`config.mk`:
```
export PLATFORM = sky130hd
export DESIGN_NAME = softmax_stream_reader
export DESIGN_NICKNAME = d
export VERILOG_FILES = /design/src/rtl/softmax_pkg.sv /design/src/rtl/softmax_skid_buf.sv /design/src/rtl/softmax_stream_reader.sv
export SDC_FILE = /design/constraint.sdc
export NUM_CORES = 1
export LEC_CHECK = 0
export ABC_AREA = 1
export ABC_CLOCK_PERIOD_IN_PS = 3300
export CORE_UTILIZATION = 45
export DETAILED_ROUTE_END_ITERATION = 6
export PLACE_DENSITY_LB_ADDON = 0.25
export SKIP_LAST_GASP = 1
export SYNTH_ARGS = -nofsm -noshare
export SYNTH_HDL_FRONTEND = slang
export SYNTH_SLANG_ARGS = --single-unit
export TNS_END_PERCENT = 30
```
`constraint.sdc`:
```
create_clock -name clk -period 3.3 [get_ports clk]
set_clock_uncertainty 0.15 [all_clocks]
set_input_delay 0.66 -clock clk [delete_from_list [all_inputs] [get_ports clk]]
set_output_delay 0.66 -clock clk [all_outputs]
set_load 0.05 [all_outputs]
```
`src/rtl/softmax_pkg.sv`:
```
// Shared defaults and FSM encoding for the softmax vector reader.
package softmax_pkg;

  localparam int DEF_DATA_WIDTH  = 16;
  localparam int DEF_NUM_CLASSES = 1000;
  localparam int DEF_PTR_WIDTH   = 13;

  typedef enum logic [2:0] {
    IDLE,
    CLR,
    STREAM,
    DRAIN,
    DONE
  } state_t;

endpackage

```
`src/rtl/softmax_skid_buf.sv`:
```
// Two-entry skid buffer carrying an element and its end-of-vector flag.
module softmax_skid_buf #(
  parameter int W = 16
) (
  input  logic         clk,
  input  logic         rst_n,
  input  logic         push,
  input  logic [W-1:0] push_data,
  input  logic         push_last,
  input  logic         pop,
  output logic         full,
  output logic         empty,
  output logic [W-1:0] data,
  output logic         last
);

  logic [1:0]   count;
  logic [W-1:0] head_data, tail_data;
  logic         head_last, tail_last;

  assign full  = (count == 2'd2);
  assign empty = (count == 2'd0);
  assign data  = head_data;
  assign last  = head_last;

  always_ff @(posedge clk or negedge rst_n) begin
    if (!rst_n) begin
      count     <= '0;
      head_data <= '0;
      tail_data <= '0;
      head_last <= 1'b0;
      tail_last <= 1'b0;
    end else begin
      case (count)
        2'd0: begin
          if (push) begin
            head_data <= push_data;
            head_last <= push_last;
            count     <= 2'd1;
          end
        end
        2'd1: begin
          if (push && pop) begin
            head_data <= push_data;
            head_last <= push_last;
          end else if (push) begin
            tail_data <= push_data;
            tail_last <= push_last;
            count     <= 2'd2;
          end else if (pop) begin
            count <= 2'd0;
          end
        end
        default: begin
          if (pop) begin
            head_data <= tail_data;
            head_last <= tail_last;
            if (push) begin
              tail_data <= push_data;
              tail_last <= push_last;
            end else begin
              count <= 2'd1;
            end
          end
        end
      endcase
    end
  end

endmodule

```
`src/rtl/softmax_stream_reader.sv`:
```
// Reads one vector from the score buffer, streams it downstream and tracks the
// signed argmax of the elements delivered.
module softmax_stream_reader
  import softmax_pkg::*;
#(
  parameter int DATA_WIDTH  = DEF_DATA_WIDTH,
  parameter int NUM_CLASSES = DEF_NUM_CLASSES,
  parameter int PTR_WIDTH   = DEF_PTR_WIDTH
) (
  input  logic                  clk,
  input  logic                  rst_n,
  input  logic                  start,
  output logic                  busy,
  output logic                  done,
  output logic                  fifo_rd_clr,
  output logic                  fifo_rd_en,
  output logic                  fifo_rd_inc,
  input  logic [DATA_WIDTH-1:0] fifo_data,
  output logic                  m_valid,
  input  logic                  m_ready,
  output logic [DATA_WIDTH-1:0] m_data,
  output logic                  m_last,
  output logic [DATA_WIDTH-1:0] max_value,
  output logic [PTR_WIDTH-1:0]  max_index
);

  localparam logic [PTR_WIDTH-1:0] LAST_IDX = PTR_WIDTH'(NUM_CLASSES - 1);

  state_t                state, state_nxt;
  logic [PTR_WIDTH-1:0]  rd_cnt, out_cnt;
  logic                  rd_pend, rd_last_pend;
  logic                  rd_en, pop;
  logic                  sk_full, sk_empty, sk_last;
  logic [DATA_WIDTH-1:0] sk_data;
  logic [1:0]            occ;
  logic [2:0]            budget;

  softmax_skid_buf #(.W(DATA_WIDTH)) u_skid (
    .clk       (clk),
    .rst_n     (rst_n),
    .push      (rd_pend),
    .push_data (fifo_data),
    .push_last (rd_last_pend),
    .pop       (pop),
    .full      (sk_full),
    .empty     (sk_empty),
    .data      (sk_data),
    .last      (sk_last)
  );

  assign m_valid = !sk_empty;
  assign m_data  = sk_empty ? '0 : sk_data;
  assign m_last  = !sk_empty && sk_last;
  assign pop     = m_valid && m_ready;

  // Slots committed after this cycle: what survives the pop plus the read landing now.
  assign occ    = sk_full ? 2'd2 : (sk_empty ? 2'd0 : 2'd1);
  assign budget = {1'b0, occ} - {2'b0, pop} + {2'b0, rd_pend};

  always_comb begin
    state_nxt = state;
    rd_en     = 1'b0;
    case (state)
      IDLE:   if (start) state_nxt = CLR;
      CLR:    state_nxt = STREAM;
      STREAM: begin
        if (budget < 3'd2) begin
          rd_en = 1'b1;
          if (rd_cnt == LAST_IDX) state_nxt = DRAIN;
        end
      end
      DRAIN:  if (!rd_pend && sk_empty) state_nxt = DONE;
      DONE:   state_nxt = IDLE;
      default: state_nxt = IDLE;
    endcase
  end

  assign fifo_rd_en  = rd_en;
  assign fifo_rd_inc = rd_en;
  assign fifo_rd_clr = (state == CLR);
  assign done        = (state == DONE);
  assign busy        = (state != IDLE);

  always_ff @(posedge clk or negedge rst_n) begin
    if (!rst_n) begin
      state        <= IDLE;
      rd_cnt       <= '0;
      out_cnt      <= '0;
      rd_pend      <= 1'b0;
      rd_last_pend <= 1'b0;
      max_value    <= '0;
      max_index    <= '0;
    end else begin
      state        <= state_nxt;
      rd_pend      <= rd_en;
      rd_last_pend <= rd_en && (rd_cnt == LAST_IDX);
      if (state == CLR) begin
        rd_cnt  <= '0;
        out_cnt <= '0;
      end else begin
        if (rd_en) rd_cnt <= rd_cnt + 1'b1;
        if (pop && out_cnt != LAST_IDX) out_cnt <= out_cnt + 1'b1;
      end
      if (pop && (out_cnt == '0 || $signed(m_data) > $signed(max_value))) begin
        max_value <= m_data;
        max_index <= out_cnt;
      end
    end
  end

endmodule
```
==> summary.md, run 1 <==
| Metric | Value |
|---|---|
| F_max | 320 MHz |
| H-tree Lvls | 3 |
| Vias in the first global route | 4,313 |
| Slew HR | 57.6% |
| CTS resizes | 0 |
| Initial antenna violation count | 0 |
| Ys async rst share | 100% |
| Crit path DAT | 2.31 ns |
| DR pass1 iterations | 4 |
| Ys flop type | dfrtp_1 |
| WL per Instance | 14.0 um |
| Post-Layout Inst Area | 6450 um^2 |
| Critical Path Max Stage Delay | 0.48 ns |
| Initial Util | 47.1% |
| Most instantiated cells after synthesis | nand2_1, dfrtp_1, inv_1 |
| Pins over their slew limit | 0 |
| CTS root buf | clkbuf_16 |
| Kind of critical path | in2out |
| First-pass GRT wire length | 20,800 um |
| Top-count cell post-synth | nand2_1 |
| Yosys top cell area share | 46.1% |
| Die width | 110 um |
| Cell taking the most area after synthesis | dfrtp_1 |
| Vias per inst | 5.18 |
| GPL Wtd Cong | 0.888 |
| Dpl cell area | 6070 um^2 |
| Clock transition at path regs | 0.07 ns |
| Register area share after synthesis | 46.1% |
| Rows | 38 |
| Multi-input gate area | 2310 um^2 |
| EDFF count, synth | 0 |
| I/O pin count | 72 |
| Die Ht | 110 um |
| FF+latch count, synth | 96 |
| Buffers on Ports | 71 |
| Antenna Nets Post-Route | 0 |
| Detailed Route Iter0 Violations | 192 |
| Avg Inst Size Synth | 8.02 um^2 |
| Largest net degree at the start of global routing | 62 |
| Crit-path slowest cell | clkdlybuf4s50_1 |
| CTS sink count | 96 |
| Yosys cell types | 36 |
| Post-DP HPWL | 8540 um |
| TritonCTS Buffers | 9 |
| Status | finished, final reports clean |
| CTS tree | built |
| Setup tns final | 0 ns |
| Worst Tran Pin Value | 0.634 ns |
| Clk_lat worst skew | 0.34 ns |
| Type of origin of the critical path | input port |
| Number of nets in the layout | 762 |
| Area added between synthesis and finish | 23.7% |
| Synth Instances | 650 |
| Total GRT Usage | 22.2% |
| # fillers | 986 |
| Die ar. | 12,000 um^2 |
| Max Cap Viol | 0 |
| Maximum VDD drop | 601 uV |
| CP Max Fanout | 3 |
| Critical Path RT | 2.49 ns |
| CP endpoint kind | primary output |
| Register Area | 2400 um^2 |
| Fin crit period | 3.12 ns |
| Unrepaired setup endpoints after global routing | false |
| CTS max path bufs | 2 |
| Total Wirelength | 12,100 um |
| Pwr Density | 1090 nW/um^2 |
| CORE AREA | 11,100 um^2 |
| Final setup violating endpoints | 0 |
| Worst hold-check path type | in2async |
| Residual DRC | 0 |
| Final worst path period share | 94.6% |
| Critical path, cell by cell | clkdlybuf4s50_1 -> inv_1 -> nor2_4 -> ha_1 -> inv_1 -> nand2_1 -> xnor2_2 -> xnor2_2 -> nor2_4 -> buf_12 |
| Total grt overflow | 0 |
| Share of post-route cells with drive strength above 1 | 8.67% |
| Antenna cells | 0 |
| Ys Warns | 0 |
| Area contributors post-synth | dfrtp_1, nand2_1, inv_1 |
| Hold Vio Cnt, Final | 0 |
| Leakage Power | 3.13 nW |
| Routed via count | 4,493 |
| Mapped Nets | 690 |
| Post-synthesis cell area | 5210 um^2 |
==> stage by stage <==
| stage | std cells | util, % | setup slack, ns | hold slack, ns | total power (W) |
|---|---|---|---|---|---|
| floorplan | 650 | - | 0.00775 | 0.214 | 0.00468 |
| global placement | 848 | 54.8 | 0.182 | 0.308 | 0.00570 |
| detailed placement | 848 | 54.8 | 0.156 | 0.307 | 0.00579 |
| CTS | 864 | 57.9 | 0.00516 | 0.142 | 0.00701 |
| global route | 867 | 58.2 | 0.0519 | 0.163 | 0.00757 |
| finish | 867 | 58.2 | 0.177 | 0.126 | 0.00703 |
==> routing by layer <==
layer	track usage (%)	wire, um	up-vias
met2	38.1	5990	111
li1	-	-	2234
met1	28.9	5530	2134
met4	5.81	112	0
met3	3.91	489	14
met5	0	0	-
==> layout make-up <==
type / instances / share of cell area, %
inverters: 93 / 5.41
flip-flops and latches: 96 / 37.2
well taps: 140 / 2.72
clock buffers: 9 / 3.49
clock inverters: 7 / 1.82
repair buffers: 87 / 13.5
multi-input cells: 435 / 35.8
==> power breakdown <==
| group | leakage, nW | total (W) | switching (W) | internal (W) |
|---|---|---|---|---|
| Sequential | 1.25 | 0.00183 | 0.000270 | 0.00156 |
| Clock | 0.170 | 0.00120 | 0.000457 | 0.000744 |
| Combinational | 1.71 | 0.00400 | 0.00268 | 0.00132 |
| Total | 3.13 | 0.00703 | 0.00341 | 0.00362 |
==> cell usage in the layout, fill, tap and decap left out, types with 4 or more instances in the layout <==
cell	instances
a21oi_1	10
buf_12	4
buf_4	15
clkbuf_16	9
clkdlybuf4s50_1	68
dfrtp_1	96
ha_1	20
inv_1	88
inv_2	4
nand2_1	163
nand2_2	5
nand3_1	54
nand4_1	7
nor2_1	50
nor3_1	13
nor3_2	4
nor4_1	6
o211ai_1	17
o21ai_0	42
o21ai_2	4
o31ai_1	9
xor2_1	11
==> sequential cells by signal (all words and copies together) (netlist names), 2 cells and up <==
name,count
u_skid.data,16
max_index,13
u_skid.count,2
out_cnt,13
u_skid.tail_data,16
state,3
rd_cnt,13
max_value,16
==> worst paths after layout <==
kind,startpoint,slack (ns),to,depth (start not counted)
hold / removal,rst_n,0.13,max_value[0],1
max in group asynchronous,rst_n,2.18,out_cnt[5],2
hold reg to reg,max_index[3],0.33,max_index[3],2
setup reg to reg,u_skid.count[1],0.39,max_index[0],15
min in group clk,max_index[3],0.33,max_index[3],2
setup / recovery,m_ready,0.18,fifo_rd_inc,10
==> repair_timing <==
item	in CTS	in global routing
buffers inserted	0	3
setup endpoints to repair	0	31
hold buffers	0	0
==> kinds of logic after synthesis <==
kind of cell    synth area share, %
flops                          46.1
buf+inv                        9.65
compound gates                 10.3
fa+ha+maj                      4.80
simple gates                   26.5
xor+xnor                       2.64
==> worst max-delay path, delay by kind of cell <==
family,cells,cell delay (ns)
and+or+nand+nor,3,0.35
adders and majority gates,1,0.23
xor gates and xnor gates,2,0.32
buffers and inverters,4,0.76
No activity file was read; power rests on OpenSTA's default activity.
==> run 2, diff against run 1 <==
- TNS_END_PERCENT: 30 -> 1
==> results of run 2 <==
Same layout as run 1: the final DEF is identical, and so are final timing and power.
==> run 3, diff against run 2 <==
- SYNTH_HIERARCHICAL: unset -> 1
==> run 3 against run 2 <==
Compared with the run above: the flow now finishes with violations (negative setup slack); combinational power up 2%; via count up 3.7%; design area up 0.39%; wire length up 0.35%; register-to-register slack worse by 0.16 ns; area after synthesis up 0.77%; flip-flop and latch count unchanged; non-clock buffer count up 13; clock-buffer cell count up 2.
==> summary.md, run 3 <==
| Metric | Value |
|---|---|
| Synth Instances | 691 (was 650) |
| Crit-path slowest cell | dfrtp_1 (was clkdlybuf4s50_1) |
| Combinational share of power | 59.8% (was 56.9%) |
| Ys async rst share | 100% (unchanged) |
| CTS root buf | clkbuf_16 (unchanged) |
| Maximum VDD drop | 910 uV (was 601 uV) |
| Part of the power in registers | 26.9% (was 26.0%) |
| Critical Path Max Stage Delay | 0.41 ns (was 0.48 ns) |
| Total GRT Usage | 21.6% (was 22.2%) |
| Vias per inst | 5.05 (was 5.18) |
| Area contributors post-synth | dfrtp_1, nand2_1, nand3_1 (was dfrtp_1, nand2_1, inv_1) |
| Unrepaired setup endpoints after global routing | true (was false) |
| Final worst path period share | 101% (was 94.6%) |
| Most instantiated cells after synthesis | nand2_1, dfrtp_1, nand3_1 (was nand2_1, dfrtp_1, inv_1) |
| Leakage Power | 3.32 nW (was 3.13 nW) |
| Kind of critical path | reg2out (was in2out) |
| I/O pin count | 72 (unchanged) |
| Antenna cells | 0 (unchanged) |
| Failing checks | negative setup slack |
| Critical Path RT | 2.49 ns (about the same) |
| Ys flop type | dfrtp_1 (unchanged) |
| Yosys cell types | 31 (was 36) |
| Crit path DAT | 2.54 ns (was 2.31 ns) |
| Post-Layout Inst Area | 6470 um^2 (was 6450 um^2) |
| Rows | 39 (was 38) |
| Yosys top cell area share | 45.7% (was 46.1%) |
| Switching pwr | 0.00341 W (about the same) |
| Status | complete, but fails checks (was finished, final reports clean) |
| Buffers on Ports | 71 (unchanged) |
| Critical path, cell by cell | inv_4 -> buf_6 -> nor2_4 -> inv_2 -> nand2_1 -> ha_1 -> nor2_2 -> fa_2 -> nand2_2 -> inv_2 -> nor3_4 -> nand2_2 -> clkinvlp_4 -> buf_12 (was clkdlybuf4s50_1 -> inv_1 -> nor2_4 -> ha_1 -> inv_1 -> nand2_1 -> xnor2_2 -> xnor2_2 -> nor2_4 -> buf_12) |
| Post-synthesis cell area | 5250 um^2 (was 5210 um^2) |
| Die ar. | 12,100 um^2 (was 12,000 um^2) |
| WL per Instance | 13.2 um (was 14.0 um) |
| EDFF count, synth | 0 (unchanged) |
| CTS sink count | 96 (unchanged) |
| Most common cell after layout, fill and taps aside | nand2_1 (unchanged) |
| Residual DRC | 0 (unchanged) |
| Power share of the clock group | 13.3% (was 17.1%) |
| Worst hold-check path type | in2async (unchanged) |
| Total grt overflow | 0 (unchanged) |
| Final setup violating endpoints | 2 (was 0) |
| CP endpoint kind | primary output (unchanged) |
| Area added between synthesis and finish | 23.3% (was 23.7%) |
| Post-DP HPWL | 8530 um (was 8540 um) |
| Total Wirelength | 12,200 um (was 12,100 um) |
| CORE AREA | 11,400 um^2 (was 11,100 um^2) |
| DR pass1 iterations | 4 (unchanged) |
| Register area share after synthesis | 45.7% (was 46.1%) |
| Avg Inst Size Synth | 7.60 um^2 (was 8.02 um^2) |
| Hold Vio Cnt, Final | 0 (unchanged) |
| FF+latch count, synth | 96 (unchanged) |
| Type of origin of the critical path | register (was input port) |
| Initial antenna violation count | 0 (unchanged) |
| Dpl cell area | 6080 um^2 (was 6070 um^2) |
| Routed via count | 4,659 (was 4,493) |
| Initial Util | 46.0% (was 47.1%) |
| WP buf/inv | 6 (was 4) |
| Slew HR | 56.3% (was 57.6%) |
| Pins over their slew limit | 0 (unchanged) |
| Worst hold slack | 0.207 ns (was 0.126 ns) |
| CTS max path bufs | 2 (unchanged) |
| Antenna Nets Post-Route | 0 (unchanged) |
| Fraction of power spent switching nets | 50.0% (was 48.5%) |
| F_max | 299 MHz (was 320 MHz) |
| Vias in the first global route | 4,343 (was 4,313) |
| TritonCTS Buffers | 9 (unchanged) |
| Cell-internal power | 0.00342 W (was 0.00362 W) |
| Cell taking the most area after synthesis | dfrtp_1 (unchanged) |
| First-pass GRT wire length | 20,200 um (was 20,800 um) |
| Detailed Route Iter0 Violations | 251 (was 192) |
| Family with the most delay on the worst path | adder cells (was buffers and inverters) |
| Top-count cell post-synth | nand2_1 (unchanged) |
| Share of post-route cells with drive strength above 1 | 13.2% (was 8.67%) |
| Max Cap Viol | 0 (unchanged) |
| Die Ht | 110 um (about the same) |
| Die width | 110 um (about the same) |
| Number of nets in the layout | 819 (was 762) |
| Mapped Nets | 732 (was 690) |
| H-tree Lvls | 3 (unchanged) |
| Largest net degree at the start of global routing | 52 (was 62) |
| CP Max Fanout | 3 (unchanged) |
| Clock transition at path regs | 0.06 ns (was 0.07 ns) |
| Fin crit period | 3.35 ns (was 3.12 ns) |
| GPL Wtd Cong | 0.826 (was 0.888) |
| Final WS setup | -0.0483 ns (was 0.177 ns) |
| CTS tree | built (unchanged) |
| Pwr Density | 1050 nW/um^2 (was 1090 nW/um^2) |
| Worst Tran Pin Value | 0.655 ns (was 0.634 ns) |
| Clk_lat worst skew | 0.34 ns (about the same) |
| Ys Warns | 6 (was 0) |
| Commonest cells after routing, fill and taps aside | nand2_1, dfrtp_1, nand3_1, inv_1, clkdlybuf4s50_1 (was nand2_1, dfrtp_1, inv_1, clkdlybuf4s50_1, nand3_1) |
| CTS Hold Bufs | 0 (unchanged) |
==> run 3: area by class of cell <==
| class | count | area [um^2] |
|---|---|---|
| tap | 143 | 179 |
| sequential | 96 | 2400 |
| clock buffer | 11 | 233 |
| inverter | 74 | 290 |
| clock inverter | 2 | 10.0 |
| multi-input combinational | 497 | 2440 |
| fill | 1096 | 4940 |
| timing repair buffer | 100 | 916 |
==> run 3: layer usage <==
metal | up-vias | global-route usage, % | wire [um]
li1 | 2367 | - | -
met2 | 97 | 34.3 | 5640
met3 | 13 | 4.17 | 513
met1 | 2182 | 29.5 | 5820
met5 | - | 0 | 0
met4 | 0 | 7.24 | 193
==> run 3: kinds of logic after synthesis <==
kind of cell / count (synthesis) / synth area share (%)
and+or+nand+nor: 428 / 35.5
adders and majority gates: 21 / 5.15
xor gates and xnor gates: 5 / 0.834
DFF: 96 / 45.7
buffers and inverters: 98 / 8.31
AOI/OAI and AO/OA: 43 / 4.43
==> run 3: path summary, 6_finish.rpt <==
kind | from | endpoint | slack, ns | depth (start not counted)
worst max-delay path | u_skid/count[1] | fifo_rd_inc | -0.05 | 14
worst min-delay path | rst_n | out_cnt[4] | 0.21 | 1
worst max register to register | u_skid/count[1] | max_value[7] | 0.23 | 16
worst min register to register | max_index[5] | max_index[5] | 0.32 | 2
max in group asynchronous | rst_n | u_skid/count[0] | 2.12 | 2
min in group clk | max_index[5] | max_index[5] | 0.32 | 2
==> run 3: timing repair <==
action | CTS | global route
gates resized for setup | 9 | 4
pin swaps | 8 | 7
setup endpoints to repair | 2 | 2
cloned | 0 | 0
setup buffers | 12 | 5
==> run 3: through the flow <==
| stage | utilization (%) | worst slack (ns) | cells | total power (W) | setup TNS (ns) |
|---|---|---|---|---|---|
| global route | 56.7 | -0.183 | 923 | 0.00738 | -0.419 |
| global placement | 53.2 | -0.208 | 893 | 0.00559 | -1.04 |
| CTS | 56.3 | -0.0565 | 918 | 0.00677 | -0.112 |
| detailed placement | 53.2 | -0.242 | 893 | 0.00567 | -1.65 |
| finish | 56.7 | -0.0483 | 923 | 0.00683 | -0.0959 |
| floorplan | - | -0.146 | 691 | 0.00473 | -0.146 |
==> run 3: power groups by stage <==
stage / clock, W / combinational (W) / sequential (W)
final: 0.000908 / 0.00408 / 0.00184
after global routing: 0.000982 / 0.00451 / 0.00188
after CTS: 0.000933 / 0.00401 / 0.00183
after detailed placement: 0 / 0.00382 / 0.00184
after global placement: 0 / 0.00377 / 0.00183
after floorplan: 0 / 0.00264 / 0.00209
==> run 3: worst reg2reg max path, delay by kind of cell (launching register included) <==
kind                       cells  cell delay, ns
buffers and inverters          3            0.40
AOI/OAI and AO/OA              3            0.40
DFF                            1            0.41
adders and majority gates      1            0.35
and+or+nand+nor                9            1.23
